==> config.mk <==
export PLATFORM = sky130hd
export DESIGN_NAME = sejf_ctrl
export DESIGN_NICKNAME = d
export VERILOG_FILES = /design/src/rtl/sejf_pkg.sv /design/src/rtl/sejf_timer.sv /design/src/rtl/sejf_ctrl.sv
export SDC_FILE = /design/constraint.sdc
export NUM_CORES = 1
export LEC_CHECK = 0
export BUFFER_PORTS_ARGS = -buffer_cell sky130_fd_sc_hd__buf_2
export CAP_MARGIN = 20
export CORE_MARGIN = 3
export CORE_UTILIZATION = 61
export CTS_BUF_LIST = sky130_fd_sc_hd__clkbuf_8
export DETAILED_ROUTE_END_ITERATION = 6
export HOLD_SLACK_MARGIN = 0.03
export PLACE_DENSITY = 0.85
export SYNTH_ARGS = -nofsm -noshare
export SYNTH_HDL_FRONTEND = slang
export SYNTH_SLANG_ARGS = --single-unit
==> constraint.sdc <==
create_clock -name clk -period 6 [get_ports clk]
set_input_delay 0.6 -clock clk [delete_from_list [all_inputs] [get_ports clk]]
set_output_delay 0.6 -clock clk [all_outputs]
set_load 0.1 [all_outputs]
==> src/rtl/sejf_pkg.sv <==
// rtl/sejf_pkg.sv - shared state encodings, widths and helper for the safe code-check controller
package sejf_pkg;

    localparam int SEL_W = 2;
    localparam int BCD_W = 4;

    localparam logic [1:0] ST_IDLE    = 2'd0;
    localparam logic [1:0] ST_CHECK   = 2'd1;
    localparam logic [1:0] ST_OPEN    = 2'd2;
    localparam logic [1:0] ST_LOCKOUT = 2'd3;

    // Largest of three cycle counts, used to size the shared timer
    function automatic int max3(input int a, input int b, input int c);
        int m;
        m = a;
        if (b > m) m = b;
        if (c > m) m = c;
        return m;
    endfunction

endpackage

==> src/rtl/sejf_timer.sv <==
// rtl/sejf_timer.sv - loadable down-counter that holds at zero
module sejf_timer #(
    parameter int W = 8
) (
    input  logic         clk,
    input  logic         rst_n,
    input  logic         load,
    input  logic [W-1:0] load_val,
    output logic         zero
);

    logic [W-1:0] cnt;

    // Load on request, otherwise count down and park at zero
    always_ff @(posedge clk) begin
        if (!rst_n) begin
            cnt <= '0;
        end else if (load) begin
            cnt <= load_val;
        end else if (cnt != '0) begin
            cnt <= cnt - W'(1);
        end
    end

    assign zero = (cnt == '0);

endmodule

==> src/rtl/sejf_ctrl.sv <==
// rtl/sejf_ctrl.sv - safe code-check sequencer; optional idle timeout under SEJF_TIMEOUT_EN
module sejf_ctrl
    import sejf_pkg::*;
#(
    parameter int N_STEPS     = 3,
    parameter int MAX_FAIL    = 3,
    parameter int OPEN_CYC    = 2000,
    parameter int LOCKOUT_CYC = 1000,
    parameter int TIMEOUT_CYC = 5000
) (
    input  logic             clk,
    input  logic             rst_n,
    input  logic             enter,
    input  logic [BCD_W-1:0] bcd0_in,
    input  logic [BCD_W-1:0] bcd1_in,
    input  logic             lock_cmd,
    output logic [BCD_W-1:0] cmp_bcd0,
    output logic [BCD_W-1:0] cmp_bcd1,
    output logic [SEL_W-1:0] cmp_sel,
    input  logic             cmp_eq,
    output logic [SEL_W-1:0] step,
    output logic             unlocked,
    output logic             alarm,
    output logic             err
);

    localparam int TW = $clog2(max3(OPEN_CYC, LOCKOUT_CYC, TIMEOUT_CYC) + 1);
    localparam int FW = $clog2(MAX_FAIL + 1);

    localparam logic [SEL_W-1:0] LAST_STEP = SEL_W'(N_STEPS - 1);
    localparam logic [FW-1:0]    FAIL_MAX  = FW'(MAX_FAIL);
    localparam logic [TW-1:0]    OPEN_LD   = TW'(OPEN_CYC - 1);
    localparam logic [TW-1:0]    LOCK_LD   = TW'(LOCKOUT_CYC - 1);

    logic [1:0]    state;
    logic [1:0]    state_nx;
    logic [FW-1:0] fail_cnt;
    logic [FW-1:0] fail_inc;
    logic          tmr_load;
    logic [TW-1:0] tmr_val;
    logic          tmr_zero;
    logic          timeout_hit;

    assign cmp_sel  = step;
    assign fail_inc = (fail_cnt == FAIL_MAX) ? fail_cnt : fail_cnt + FW'(1);

`ifdef SEJF_TIMEOUT_EN
    localparam logic [TW-1:0] TIMEOUT_LD = TW'(TIMEOUT_CYC - 1);
    // A partial entry left alone too long is forgotten; a fresh enter takes priority
    assign timeout_hit = (state == ST_IDLE) && !enter && (step != '0) && tmr_zero;
`else
    assign timeout_hit = 1'b0;
`endif

    // Next-state decision
    always_comb begin
        state_nx = state;
        case (state)
            ST_IDLE:    if (enter) state_nx = ST_CHECK;
            ST_CHECK: begin
                if (cmp_eq) begin
                    state_nx = (step == LAST_STEP) ? ST_OPEN : ST_IDLE;
                end else begin
                    state_nx = (fail_inc == FAIL_MAX) ? ST_LOCKOUT : ST_IDLE;
                end
            end
            ST_OPEN:    if (lock_cmd || tmr_zero) state_nx = ST_IDLE;
            ST_LOCKOUT: if (tmr_zero) state_nx = ST_IDLE;
            default:    state_nx = ST_IDLE;
        endcase
    end

    // The one shared timer is reloaded whenever the state changes
    always_comb begin
        tmr_load = (state_nx != state);
        tmr_val  = '0;
        case (state_nx)
            ST_OPEN:    tmr_val = OPEN_LD;
            ST_LOCKOUT: tmr_val = LOCK_LD;
`ifdef SEJF_TIMEOUT_EN
            ST_IDLE:    tmr_val = TIMEOUT_LD;
`endif
            default:    tmr_val = '0;
        endcase
    end

    sejf_timer #(.W(TW)) u_timer (
        .clk      (clk),
        .rst_n    (rst_n),
        .load     (tmr_load),
        .load_val (tmr_val),
        .zero     (tmr_zero)
    );

    // State, step/fail bookkeeping and registered outputs
    always_ff @(posedge clk) begin
        if (!rst_n) begin
            state    <= ST_IDLE;
            step     <= '0;
            fail_cnt <= '0;
            cmp_bcd0 <= '0;
            cmp_bcd1 <= '0;
            unlocked <= 1'b0;
            alarm    <= 1'b0;
            err      <= 1'b0;
        end else begin
            state <= state_nx;
            err   <= 1'b0;
            case (state)
                ST_IDLE: begin
                    if (enter) begin
                        cmp_bcd0 <= bcd0_in;
                        cmp_bcd1 <= bcd1_in;
                    end else if (timeout_hit) begin
                        step <= '0;
                    end
                end
                ST_CHECK: begin
                    if (cmp_eq) begin
                        if (step == LAST_STEP) begin
                            unlocked <= 1'b1;
                            step     <= '0;
                            fail_cnt <= '0;
                        end else begin
                            step <= step + SEL_W'(1);
                        end
                    end else begin
                        err      <= 1'b1;
                        step     <= '0;
                        fail_cnt <= fail_inc;
                        alarm    <= (fail_inc == FAIL_MAX);
                    end
                end
                ST_OPEN: begin
                    if (lock_cmd || tmr_zero) unlocked <= 1'b0;
                end
                ST_LOCKOUT: begin
                    if (tmr_zero) begin
                        alarm    <= 1'b0;
                        fail_cnt <= '0;
                    end
                end
                default: ;
            endcase
        end
    end

endmodule
* After elaboration in Yosys (flattened, before gate mapping)
Index checks and enable logic that the tools add are counted.
Storage, ports and cells: register bits 30, input port bits 13, memories kept 0, bits in writable memories 0, output and inout bits 15, word-level logic and storage cells 64, latch bits 0, memory bits (read-only) 0
Cells by class: bitwise operators 0, shift-type cells 0, $lt $le $gt $ge 0, $add $sub $neg 3, eq/ne operators 15, reductions and logical operators 12, multipliers 0, div/mod/pow operators 0, mux-type cells 25
Operators by type and width (count):
- 13-bit two-way mux | 2
- 2-bit two-way mux | 12
- 11-bit case mux with 2 select lines | 1
- 2-bit equality test, second input constant | 7
- 13-bit zero test | 1
- 13-bit nonzero test | 1
- 13-bit by 1-bit subtractor with 13-bit output, second input constant | 1
- 2-bit inequality test, second input constant | 5
- 2-bit case mux with 4 select lines | 1
- 1-bit two-way mux | 6
- 3-bit AND reduction | 2
- 2-bit nonzero test | 3
- 2-bit by 1-bit adder with 2-bit output, second input constant | 2
- 1-bit case mux with 2 select lines | 2
- 2-bit case mux with 2 select lines | 1
- 2-bit AND reduction | 2
- 4-bit AND reduction | 1
- 3-bit inequality test, second input constant | 1
- 2-bit by 1-bit equality test with 1-bit output, second input constant | 1
- 2-bit zero test | 1
- 2-bit inequality test | 1
- 1-bit logical OR | 1

* Logic depth before layout (Yosys ltp)
Gate-level depths: netlist of run 1.
depth in word-level cells 9, gate-level depth with buffers 8, gate-level depth less buffers 6

* Modules after synthesis
Synthesis of run 1 repeated with hierarchy kept, for this count alone.
Second synthesis, totals: cell total of the unflattened synthesis 174, area, all modules 1605.3 µm²
Modules (own cells, without submodules):
- sejf_ctrl | cells each 85, area an instance 813.3 µm², seq. area each 340.3 µm², times used 1
- sejf_timer | cells each 89, area an instance 792.0 µm², seq. area each 260.2 µm², times used 1

* Least setup slack after synthesis of run 1
No wires, ideal clock.
kind register to register, start point register u_timer.cnt[0], end point register u_timer.cnt[1], path slack 3.771 ns, clock period less this slack 2.229 ns, path buffers 2, stages on the path, launching flop included 9, setup time 0.070 ns, data required time 5.930 ns, arrival 2.159 ns, cells stage by stage dfxtp_1 -> inv_1 -> ha_1 -> or3b_1 -> buf_2 -> or4_4 -> buf_6 -> a221o_1 -> a21oi_1
On the way: cells in the longest elaborated chain, start to end 7, elaborated cells between the ends (all ways) 14, classes of those cells add/sub: 1; eq/ne: 3; mux: 6; reduce/logical: 4
RTL lines:
- start: declaration | line sejf_timer.sv:12 | logic [W-1:0] cnt;
- start signal: assignment | line sejf_timer.sv:19 | cnt <= load_val;
- start signal: assignment | line sejf_timer.sv:21 | cnt <= cnt - W'(1);
- 13-bit zero test | line sejf_timer.sv:25 | assign zero = (cnt == '0);
- 1-bit logical OR | line sejf_ctrl.sv:67 | ST_OPEN: if (lock_cmd || tmr_zero) state_nx = ST_IDLE;
- 2-bit two-way mux | line sejf_ctrl.sv:67
- 2-bit case mux with 4 select lines | line sejf_ctrl.sv:58 | case (state)
- 2-bit equality test | line sejf_ctrl.sv:77 | case (state_nx)
- 11-bit case mux with 2 select lines | line sejf_ctrl.sv:77
- 13-bit two-way mux | line sejf_timer.sv:18 | end else if (load) begin
Several ways; a longest one is shown, not always the timed one. The select of a mux whose other input is x is not followed. A chain may end at the register's enable or synchronous reset.

* Worst setup path after layout of run 1
start point register u_timer.cnt[0], end point register u_timer.cnt[10]
Same word-level chain as after synthesis.

==> results of run 1 <==
## worst min path at each step
stage | endpoint
finish | cmp_bcd0[3]
detailed placement | cmp_bcd0[3]
floorplan | u_timer.cnt[11]
CTS | cmp_bcd0[3]
global route | cmp_bcd0[1]
global placement | cmp_bcd0[1]
## kinds of logic after synthesis
kind of cell / count (synthesis) / synth area share [%]
AOI/OAI and AO/OA: 62 / 28.96
xor gates and xnor gates: 4 / 2.400
adders and majority gates: 1 / 0.8568
buffers and inverters: 19 / 6.597
DFF: 30 / 41.13
and+or+nand+nor: 57 / 20.05
## synthesized netlist by cell type (2+ instances only)
| library cell | number | share of area [%] |
|---|---|---|
| sky130_fd_sc_hd__inv_1 | 6 | 1.5 |
| sky130_fd_sc_hd__a21o_1 | 2 | 1.0 |
| sky130_fd_sc_hd__or3_1 | 3 | 1.3 |
| sky130_fd_sc_hd__o221ai_1 | 3 | 1.8 |
| sky130_fd_sc_hd__xor2_1 | 2 | 1.2 |
| sky130_fd_sc_hd__o211ai_1 | 2 | 1.0 |
| sky130_fd_sc_hd__buf_2 | 2 | 0.69 |
| sky130_fd_sc_hd__o21a_1 | 3 | 1.5 |
| sky130_fd_sc_hd__a31oi_1 | 4 | 1.7 |
| sky130_fd_sc_hd__nor2_1 | 8 | 2.1 |
| sky130_fd_sc_hd__nand2b_1 | 4 | 1.7 |
| sky130_fd_sc_hd__o21ai_0 | 4 | 1.4 |
| sky130_fd_sc_hd__nand2_1 | 19 | 4.9 |
| sky130_fd_sc_hd__a221o_1 | 3 | 2.1 |
| sky130_fd_sc_hd__nor3_1 | 8 | 2.7 |
| sky130_fd_sc_hd__buf_6 | 2 | 1.5 |
| sky130_fd_sc_hd__o31ai_1 | 5 | 2.6 |
| sky130_fd_sc_hd__nand3b_1 | 2 | 1.0 |
| sky130_fd_sc_hd__clkbuf_1 | 6 | 1.5 |
| sky130_fd_sc_hd__dfxtp_1 | 30 | 41 |
| sky130_fd_sc_hd__a21oi_1 | 22 | 7.5 |
| sky130_fd_sc_hd__nor4_1 | 3 | 1.3 |
| sky130_fd_sc_hd__o21ai_1 | 2 | 0.69 |
| sky130_fd_sc_hd__xnor2_1 | 2 | 1.2 |
| sky130_fd_sc_hd__or4_1 | 4 | 2.1 |
| sky130_fd_sc_hd__buf_4 | 2 | 1.0 |
| sky130_fd_sc_hd__a311oi_1 | 2 | 1.2 |
## per-layer routing
metal	vias up	wire length, microns	GRT usage (%)
met2	56	1626	37.80
li1	681	-	-
met3	5	241	7.775
met5	-	0	0
met1	633	1423	32.78
met4	0	42	10.53
## layout make-up
cell class | count | area (sq um) | area share [%]
timing repair buffer | 27 | 135.1 | 8.200
clock buffer | 6 | 82.58 | 5.011
inverter | 6 | 22.52 | 1.367
sequential | 30 | 600.6 | 36.45
clock inverter | 2 | 8.758 | 0.5315
multi-input combinational | 124 | 763.2 | 46.32
tap | 28 | 35.03 | 2.126
## state kept, by name, summed over array words and instances (netlist names)
name and count:
u_timer.cnt 13, cmp_bcd0 4, cmp_bcd1 4, cmp_sel 2, fail_cnt 2, state 2, alarm 1, err 1
unlocked 1
## power breakdown
group | leakage (nW) | internal (mW) | switching, mW
Combinational | 0.377 | 0.0552 | 0.118
Clock | 0.0524 | 0.0906 | 0.0723
Sequential | 0.245 | 0.215 | 0.0148
Total | 0.674 | 0.361 | 0.205
## through the flow
step | hold slack (ps) | std cells | total power, mW
3_3_place_gp | 438.2 | 215 | 0.3957
6_report | 453.6 | 223 | 0.5651
4_1_cts | 457.1 | 223 | 0.5661
5_1_grt | 478.7 | 223 | 0.5944
3_5_place_dp | 448.3 | 215 | 0.4017
2_1_floorplan | 462.3 | 173 | 0.3834
## worst max-delay path, delay by kind of cell, from the launching register on
| family | cells | cell delay, ps |
|---|---|---|
| AOI/OAI and AO/OA | 2 | 640 |
| adders and majority gates | 1 | 200 |
| buffers and inverters | 1 | 70 |
| DFF | 1 | 340 |
| and+or+nand+nor | 2 | 1170 |
==> metrics.cfg, run 1 <==
[status]
outcome=complete, no violations

[routing]
detailroute.via_count=1375
drt_drc_violations_left=0
drt_pre_antenna_iters=4
drt-total-wl_mm=3.334
drt-wirelength-per-cell_microns=14.95
ant_nets=0
route.detailed.vias_per_inst=6.166
initial_drc_count=34

[placed_design]
placed_area_sq_um=1556
io_buffers=27
post-place-ws_ps=3510
dp.final_hpwl_mm=2.357
gpl.final_weighted_congestion=0.8966

[setup_path]
setup.worst_path.start=u_timer.cnt[0]
critPathCaptureType=register
worstSetupPathType=reg -> reg
worst_ep_arrival_time_ps=2690
r2r_setup_slack_ps=3460
worstReg2RegEnd=u_timer.cnt[10]
critical_path_cell_sequence=inv_1 -> ha_1 -> or3b_1 -> or4_4 -> o21ai_1 -> o31ai_1
critPathLaunchType=register
ff2ff_path_depth=6
slowest_delay_ps=650
critPathCapture=u_timer.cnt[10]
worst_ep_required_time_ps=6150
critical_path_peak_fanout=12
cp_slowest_cell=sky130_fd_sc_hd__or4_4
rr_startpoint=u_timer.cnt[0]

[logic_synthesis]
ys_ff_latch=30
synth_enable_flop_cells=0
async_flop_share_pct=0
syn-mean-instance-area_sq_um=8.440
netlist-cell-type-count=45
ys.warnings.count=0
synth_seq_area_share_pct=41.13
postSynthCellCount=173
mappedNetlistArea_sq_um=1460
synth.net_count=187
dominantRegCellSynth=sky130_fd_sc_hd__dfxtp_1

[clock_tree]
cts_tree=yes
worst_setup_hold_path_clk_slew_ps=60
cts_hold_repair.buffers=0
cts-resized-gates=0
postCtsSetupBuffers=0
h-tree-depth=2
insertion_delay_ps=280
cts-root-to-sink-buffers=2
cts_root_buffer=sky130_fd_sc_hd__clkbuf_8
clock_sink_count=30
tritoncts.num_buffers=5

[worst_hold_path]
holdCritStartpoint=cmp_bcd0[3]
min-delay-path-class=reg -> reg
holdPathStages=2

[final_layout]
nNetsFinal=208
final_cell_area_sq_um=1648
post-route-util_pct=73.78
layout-drive-gt1-share_pct=19.49
mostFrequentLayoutCell=sky130_fd_sc_hd__dfxtp_1
final_cell_mix=sky130_fd_sc_hd__dfxtp_1, sky130_fd_sc_hd__buf_2, sky130_fd_sc_hd__a21oi_1
num_antenna_cells=0
fill_cell_instance_count_of_the_final_layout=167
flow.area_growth_from_synthesis_pct=12.85

[sta]
timing.setup.tns_ps=0
min_period_ps=2545
setup_repair_after_global_routing_missed_its_margin=no
finalWorstSetupSlack_ps=3455
final_setup_fails=0
number_of_hold_slack_violations_in_the_final_timing_report=0
max-slew-margin-rel_pct=37.24
finalCritPeriodShare_pct=42.41
max_slew.worst_pin.slew_ps=932.7
fin_worst_skew_ps=4.243
clock.fmax_mhz=393.0
timing.final.max_slew_violations=0

[die]
placementRows=17
die_h_microns=54.93
initial_utilization_pct=65.38
coreArea_sq_um=2233
fp.dieArea_sq_um=3017
floorplan.io_pins=28
die_width_microns=54.93

[pwr]
power_leakage_nw=0.6744
max-vdd-ir-drop_v=0.0002943
power.density_nw_per_um2=343.0

[global_routing]
grt_antenna_before_repair=0
groute.usage.overall_pct=25.00
wire_length_of_the_first_global_routing_pass_mm=5.347
grt-ovfl-total=0
number_of_global_route_vias_before_repair=1154
grt_max_degree=21

[flow_run]
drv_cap=0

Note: power is estimated with default switching activity, not from simulation.
==> run 2: changes to the inputs <==
CORE_UTILIZATION = 56   (was 61)
PLACE_DENSITY = 0.79   (was 0.85)
clock period = 2.45 ns   (was 6 ns; I/O delays follow)
==> run 2 against run 1 <==
  * Fmax rose by 15%
  * Routed wire length is 5.5% higher
  * Clock-buffer cell count stayed put
  * Via count is 4.1% higher
  * Flip-flop and latch count unchanged
  * Utilization increased by 0.76 points
  * Register-to-register slack lost 3200 ps
  * Sequential share of layout area down 2.0 points
  * First-iteration DRC count increased by 65%
  * Power rose to 2.9 times the previous value
  * Non-clock buffer count increased by 6
  * Critical path depth stayed put
==> metrics.cfg, run 2 (synthesized netlist as in run 1, its figures left out) <==
[sta]
number_of_hold_slack_violations_in_the_final_timing_report=0
setup_repair_after_global_routing_missed_its_margin=no
max_slew.worst_pin.slew_ps=620.7
final_setup_fails=0
max-slew-margin-rel_pct=58.57
timing.setup.tns_ps=0
fin_worst_skew_ps=4.551
finalCritPeriodShare_pct=90.24
min_period_ps=2211
timing.final.max_slew_violations=0
clock.fmax_mhz=452.3

[die]
die_h_microns=57.06
die_width_microns=57.06
initial_utilization_pct=62.41
placementRows=17
fp.dieArea_sq_um=3256
floorplan.io_pins=28
coreArea_sq_um=2340

[clock_tree]
cts-root-to-sink-buffers=2
tritoncts.num_buffers=5
cts_hold_repair.buffers=0
postCtsSetupBuffers=0
clock_sink_count=30
cts_root_buffer=sky130_fd_sc_hd__clkbuf_8
cts_tree=yes
cts-resized-gates=0
worst_setup_hold_path_clk_slew_ps=70
h-tree-depth=2
insertion_delay_ps=280

[placed_design]
io_buffers=27
gpl.final_weighted_congestion=0.9150
dp.final_hpwl_mm=2.493

[global_routing]
grt-ovfl-total=0
number_of_global_route_vias_before_repair=1324
wire_length_of_the_first_global_routing_pass_mm=6.230
grt_max_degree=21
grt_antenna_before_repair=0
groute.usage.overall_pct=24.31

[final_layout]
post-route-util_pct=74.55
num_antenna_cells=0
nNetsFinal=214
seqCellArea_sq_um=600.6
biggestRegsByFlops=u_timer.cnt (13), cmp_bcd0 (4), cmp_bcd1 (4)
mostFrequentLayoutCell=sky130_fd_sc_hd__dfxtp_1
area_of_the_multi_input_gates_sq_um=763.2
flow.area_growth_from_synthesis_pct=19.45
final_cell_mix=sky130_fd_sc_hd__dfxtp_1, sky130_fd_sc_hd__buf_2, sky130_fd_sc_hd__a21oi_1
layout-drive-gt1-share_pct=22.39
regMostFlops=u_timer.cnt
fill_cell_instance_count_of_the_final_layout=179
max_ffs_per_register=13

[pwr]
power.density_nw_per_um2=954.0
power_leakage_nw=0.7231
max-vdd-ir-drop_v=0.0008024

[setup_path]
ff2ff_path_depth=6
critical_path_cell_sequence=inv_1 -> ha_1 -> or3b_1 -> or4_4 -> o21ai_1 -> o31ai_1
worst_ep_arrival_time_ps=2370
worst_ep_required_time_ps=2610
worstReg2RegEnd=u_timer.cnt[10]
rr_startpoint=u_timer.cnt[1]
slowest_delay_ps=610
cp_slowest_cell=sky130_fd_sc_hd__or4_4
r2r_setup_slack_ps=240
critPathCaptureType=register
worstSetupPathType=reg -> reg
critPathLaunchType=register
critical_path_peak_fanout=12

[routing]
detailroute.via_count=1431
drt-total-wl_mm=3.519
initial_drc_count=56
drt_drc_violations_left=0
drt-wirelength-per-cell_microns=15.37
ant_nets=0
route.detailed.vias_per_inst=6.249
drt_pre_antenna_iters=4

[status]
outcome=complete, no violations

[worst_hold_path]
holdCritStartpoint=bcd0_in[3]
holdPathStages=3
min-delay-path-class=in -> reg
worstHoldEndpoint=cmp_bcd0[3]

[flow_run]
drv_cap=0

run 2: cell types whose count changed in the layout (fill, tap and decap cells not counted):
cell / change
sky130_fd_sc_hd__buf_4: +6
sky130_fd_sc_hd__clkinv_2: -1
sky130_fd_sc_hd__bufinv_16: +2
sky130_fd_sc_hd__inv_1: -1
run 2: layout make-up:
type                    count  area share (%)
multi-input cells         124           43.76
flip-flops and latches     30           34.43
repair buffers             33           10.33
clock buffers               6           4.735
clock inverters             2           3.443
well taps                  28           2.009
inverters                   6           1.291
run 2: worst max path at each step:
stage,from,cells past startpoint,to,slack (ps)
2_1_floorplan,u_timer.cnt[0],8,u_timer.cnt[1],220
3_3_place_gp,u_timer.cnt[0],7,u_timer.cnt[9],350
3_5_place_dp,u_timer.cnt[0],6,u_timer.cnt[9],260
4_1_cts,u_timer.cnt[0],6,u_timer.cnt[9],240
5_1_grt,u_timer.cnt[1],6,u_timer.cnt[9],80
6_report,u_timer.cnt[1],6,u_timer.cnt[10],240
run 2: routing by layer:
metal	GRT usage, %	wire length, microns	up-vias
met1	33.29	1567	662
met5	0	0	-
met4	11.26	78	0
met2	35.24	1554	63
li1	-	-	695
met3	7.014	318	11
run 2: metrics by stage:
step	cell area (sq um)	setup slack (ps)	hold slack (ps)	instances	total power, mW
finish	1744	239.1	193.5	229	1.664
global placement	1602	346.1	439.5	221	1.027
detailed placement	1602	257.9	445.3	221	1.036
floorplan	1460	221.1	374.0	173	0.9390
global route	1744	77.72	186.3	229	1.748
CTS	1744	236.5	185.3	229	1.666
run 2: worst max-delay path: cells and delay by family (launching register included):
family                   cells  cell delay (ps)
adder cells (fa/ha/maj)      1              190
buffers and inverters        1               80
flip-flops                   1              350
AND/OR/NAND/NOR              2              990
AO/OA/AOI/OAI                2              480
run 2: power breakdown:
| group | internal, mW | leakage [nW] | switching, mW | total (mW) |
|---|---|---|---|---|
| combinational | 0.176 | 0.407 | 0.299 | 0.474 |
| clock | 0.434 | 0.0714 | 0.192 | 0.626 |
| sequential | 0.526 | 0.245 | 0.0382 | 0.564 |
| total | 1.13 | 0.723 | 0.529 | 1.66 |
==> run 3: changes to the inputs <==
CORE_UTILIZATION = 57   (was 56)
SYNTH_HIERARCHICAL = 1   (was default)
==> run 3 against run 2 <==
  * Global-route usage down 3.2 points
  * Clock-buffer cell count fell by 1
  * First-iteration DRC count increased by 29%
  * Worst hold slack gained 32 ps
  * Sequential share of layout area is 3.1 points lower
  * Non-clock buffer count grew 4
  * Fmax fell by 8.3%
  * Highest routed layer unchanged
  * Largest power group is now sequential cells
  * Routed wire length grew 3.5%
  * Final cell count grew 4.4%
  * Register-to-register slack got worse by 200 ps
  * Clock skew about the same
  * Critical path depth increased by 4
==> metrics.cfg, run 3 <==
[worst_hold_path]
min-delay-path-class=in -> reg

[final_layout]
nNetsFinal=223
mostFrequentLayoutCell=sky130_fd_sc_hd__dfxtp_1
layout-drive-gt1-share_pct=32.54
max_ffs_per_register=13
final_cell_area_sq_um=1922
num_antenna_cells=0
final_cell_mix=sky130_fd_sc_hd__dfxtp_1, sky130_fd_sc_hd__buf_2, sky130_fd_sc_hd__nor2b_1, sky130_fd_sc_hd__nand2_1, sky130_fd_sc_hd__buf_4
biggestRegsByFlops=u_timer/cnt (13), cmp_bcd0 (4), cmp_bcd1 (4)
flow.area_growth_from_synthesis_pct=19.72
regMostFlops=u_timer/cnt

[logic_synthesis]
ys_ff_latch=30
post_synthesis_cell_type_with_the_largest_combined_area=sky130_fd_sc_hd__dfxtp_1
yosysMostFrequentCell=sky130_fd_sc_hd__dfxtp_1
mappedNetlistArea_sq_um=1605
synth_seq_area_share_pct=37.41
postSynthCellCount=174
synth_top_area_share_pct=37.41
synth_enable_flop_cells=0
synth.top_cells.by_count=sky130_fd_sc_hd__dfxtp_1, sky130_fd_sc_hd__nand2_1, sky130_fd_sc_hd__nor2b_1
netlist_top_cells_area=sky130_fd_sc_hd__dfxtp_1, sky130_fd_sc_hd__mux2i_1, sky130_fd_sc_hd__nor2b_1, sky130_fd_sc_hd__o31ai_1, sky130_fd_sc_hd__nand2_1
syn-mean-instance-area_sq_um=9.226
ys.warnings.count=6
netlist-cell-type-count=53
async_flop_share_pct=0
dominantRegCellSynth=sky130_fd_sc_hd__dfxtp_1

[die]
initial_utilization_pct=62.52
coreArea_sq_um=2567
placementRows=18
die_width_microns=59.07
fp.dieArea_sq_um=3489
floorplan.io_pins=28
die_h_microns=59.07

[pwr]
power_mw=1.451
switching_power_uw=463.7
power_switching_share_pct=31.96
power.density_nw_per_um2=754.8
max-vdd-ir-drop_v=0.0007126
share_seq_of_total_power_pct=38.3
pwr-share-clk_pct=33.3
power_leakage_nw=0.8323
power.share.combinational_pct=28.4
cell_internal_pwr_uw=986.9

[setup_path]
critPathCaptureType=register
worst_ep_required_time_ps=2620
critPathLaunchType=register
worst_ep_arrival_time_ps=2580
worstSetupPathType=reg -> reg
critical_path_peak_fanout=7

[clock_tree]
insertion_delay_ps=280
cts_hold_repair.buffers=0
worst_setup_hold_path_clk_slew_ps=60
cts-root-to-sink-buffers=2
h-tree-depth=2
cts_root_buffer=sky130_fd_sc_hd__clkbuf_8
cts_tree=yes
tritoncts.num_buffers=5
clock_sink_count=30

[sta]
timing.setup.tns_ps=0
min_period_ps=2411
max_slew.worst_pin.slew_ps=833.6
max-slew-margin-rel_pct=44.18
timing.final.max_slew_violations=0
fin_worst_skew_ps=4.713
setup_repair_after_global_routing_missed_its_margin=yes
finalWorstSetupSlack_ps=38.90
number_of_hold_slack_violations_in_the_final_timing_report=0
final_setup_fails=0
finalCritPeriodShare_pct=98.41
finalHoldWorstSlack_ps=225.2
clock.fmax_mhz=414.7

[global_routing]
number_of_global_route_vias_before_repair=1326
wire_length_of_the_first_global_routing_pass_mm=5.575
grt_max_degree=34
grt-ovfl-total=0
groute.usage.overall_pct=21.14
grt_antenna_before_repair=0

[routing]
route.detailed.vias_per_inst=5.916
drt-wirelength-per-cell_microns=15.24
drt_drc_violations_left=0
ant_nets=0
drt-total-wl_mm=3.643
detailroute.via_count=1414
drt_pre_antenna_iters=4
initial_drc_count=72

[placed_design]
io_buffers=27
gpl.final_weighted_congestion=0.8859
placed_area_sq_um=1743
post-place-ws_ps=64.55
dp.final_hpwl_mm=2.380

[status]
outcome=complete, no violations

[flow_run]
drv_cap=0

## run 3: critical path, cell delays in order, from the launching register on
cell	delay (ps)
sky130_fd_sc_hd__dfxtp_2	330
sky130_fd_sc_hd__inv_2	80
sky130_fd_sc_hd__ha_4	140
sky130_fd_sc_hd__or4b_4	480
sky130_fd_sc_hd__nor4_4	380
sky130_fd_sc_hd__and2b_2	290
sky130_fd_sc_hd__a21oi_2	150
sky130_fd_sc_hd__nand2_2	130
sky130_fd_sc_hd__nand2_2	90
sky130_fd_sc_hd__o41ai_2	60
sky130_fd_sc_hd__o21a_1	170
## run 3: final timing paths
check / startpoint / end / slack, ps / cells past startpoint
max: u_timer/cnt[0] / u_timer/cnt[9] / 40 / 10
min: bcd0_in[3] / cmp_bcd0[3] / 230 / 3
max reg2reg: u_timer/cnt[0] / u_timer/cnt[9] / 40 / 10
min reg2reg: unlocked / unlocked / 480 / 2
## run 3: cell families after synthesis
group	share of synthesized area, %
buffers and inverters	7.092
and+or+nand+nor	25.10
AOI/OAI and AO/OA	19.56
adders and majority gates	1.559
other	0.2336
muxes	6.314
DFF	37.41
xor gates and xnor gates	2.728
## run 3: what timing repair did
| action | CTS | global route |
|---|---|---|
| setup buffers | 0 | 5 |
| resized for setup | 0 | 11 |
| setup endpoints to repair | 0 | 7 |
## run 3: power groups by stage
stage               sequential (mW)  combinational (mW)  clock, mW
floorplan                     0.625               0.253          0
detailed placement            0.562               0.383          0
global route                  0.559               0.441      0.520
CTS                           0.552               0.385      0.493
global placement              0.560               0.378          0
finish                        0.555               0.412      0.483
## run 3: per-stage QoR
step / utilization (%) / std cells
floorplan: - / 176
global placement: 67.88 / 226
detailed placement: 67.88 / 226
CTS: 72.12 / 234
global route: 74.85 / 239
finish: 74.85 / 239
## run 3: layout make-up
class | count | area [sq um]
multi-input cells | 125 | 928.4
fillers | 185 | 645.6
flip-flops and latches | 30 | 603.1
repair buffers | 37 | 210.2
clock buffers | 5 | 68.82
clock inverters | 3 | 40.04
well taps | 30 | 37.54
inverters | 9 | 33.78
## run 3: metal layers
layer | track usage [%] | part of all wire (%)
met5 | 0 | 0
met4 | 8.738 | 1.9
met3 | 6.536 | 5.7
met2 | 35.02 | 51
met1 | 25.27 | 42
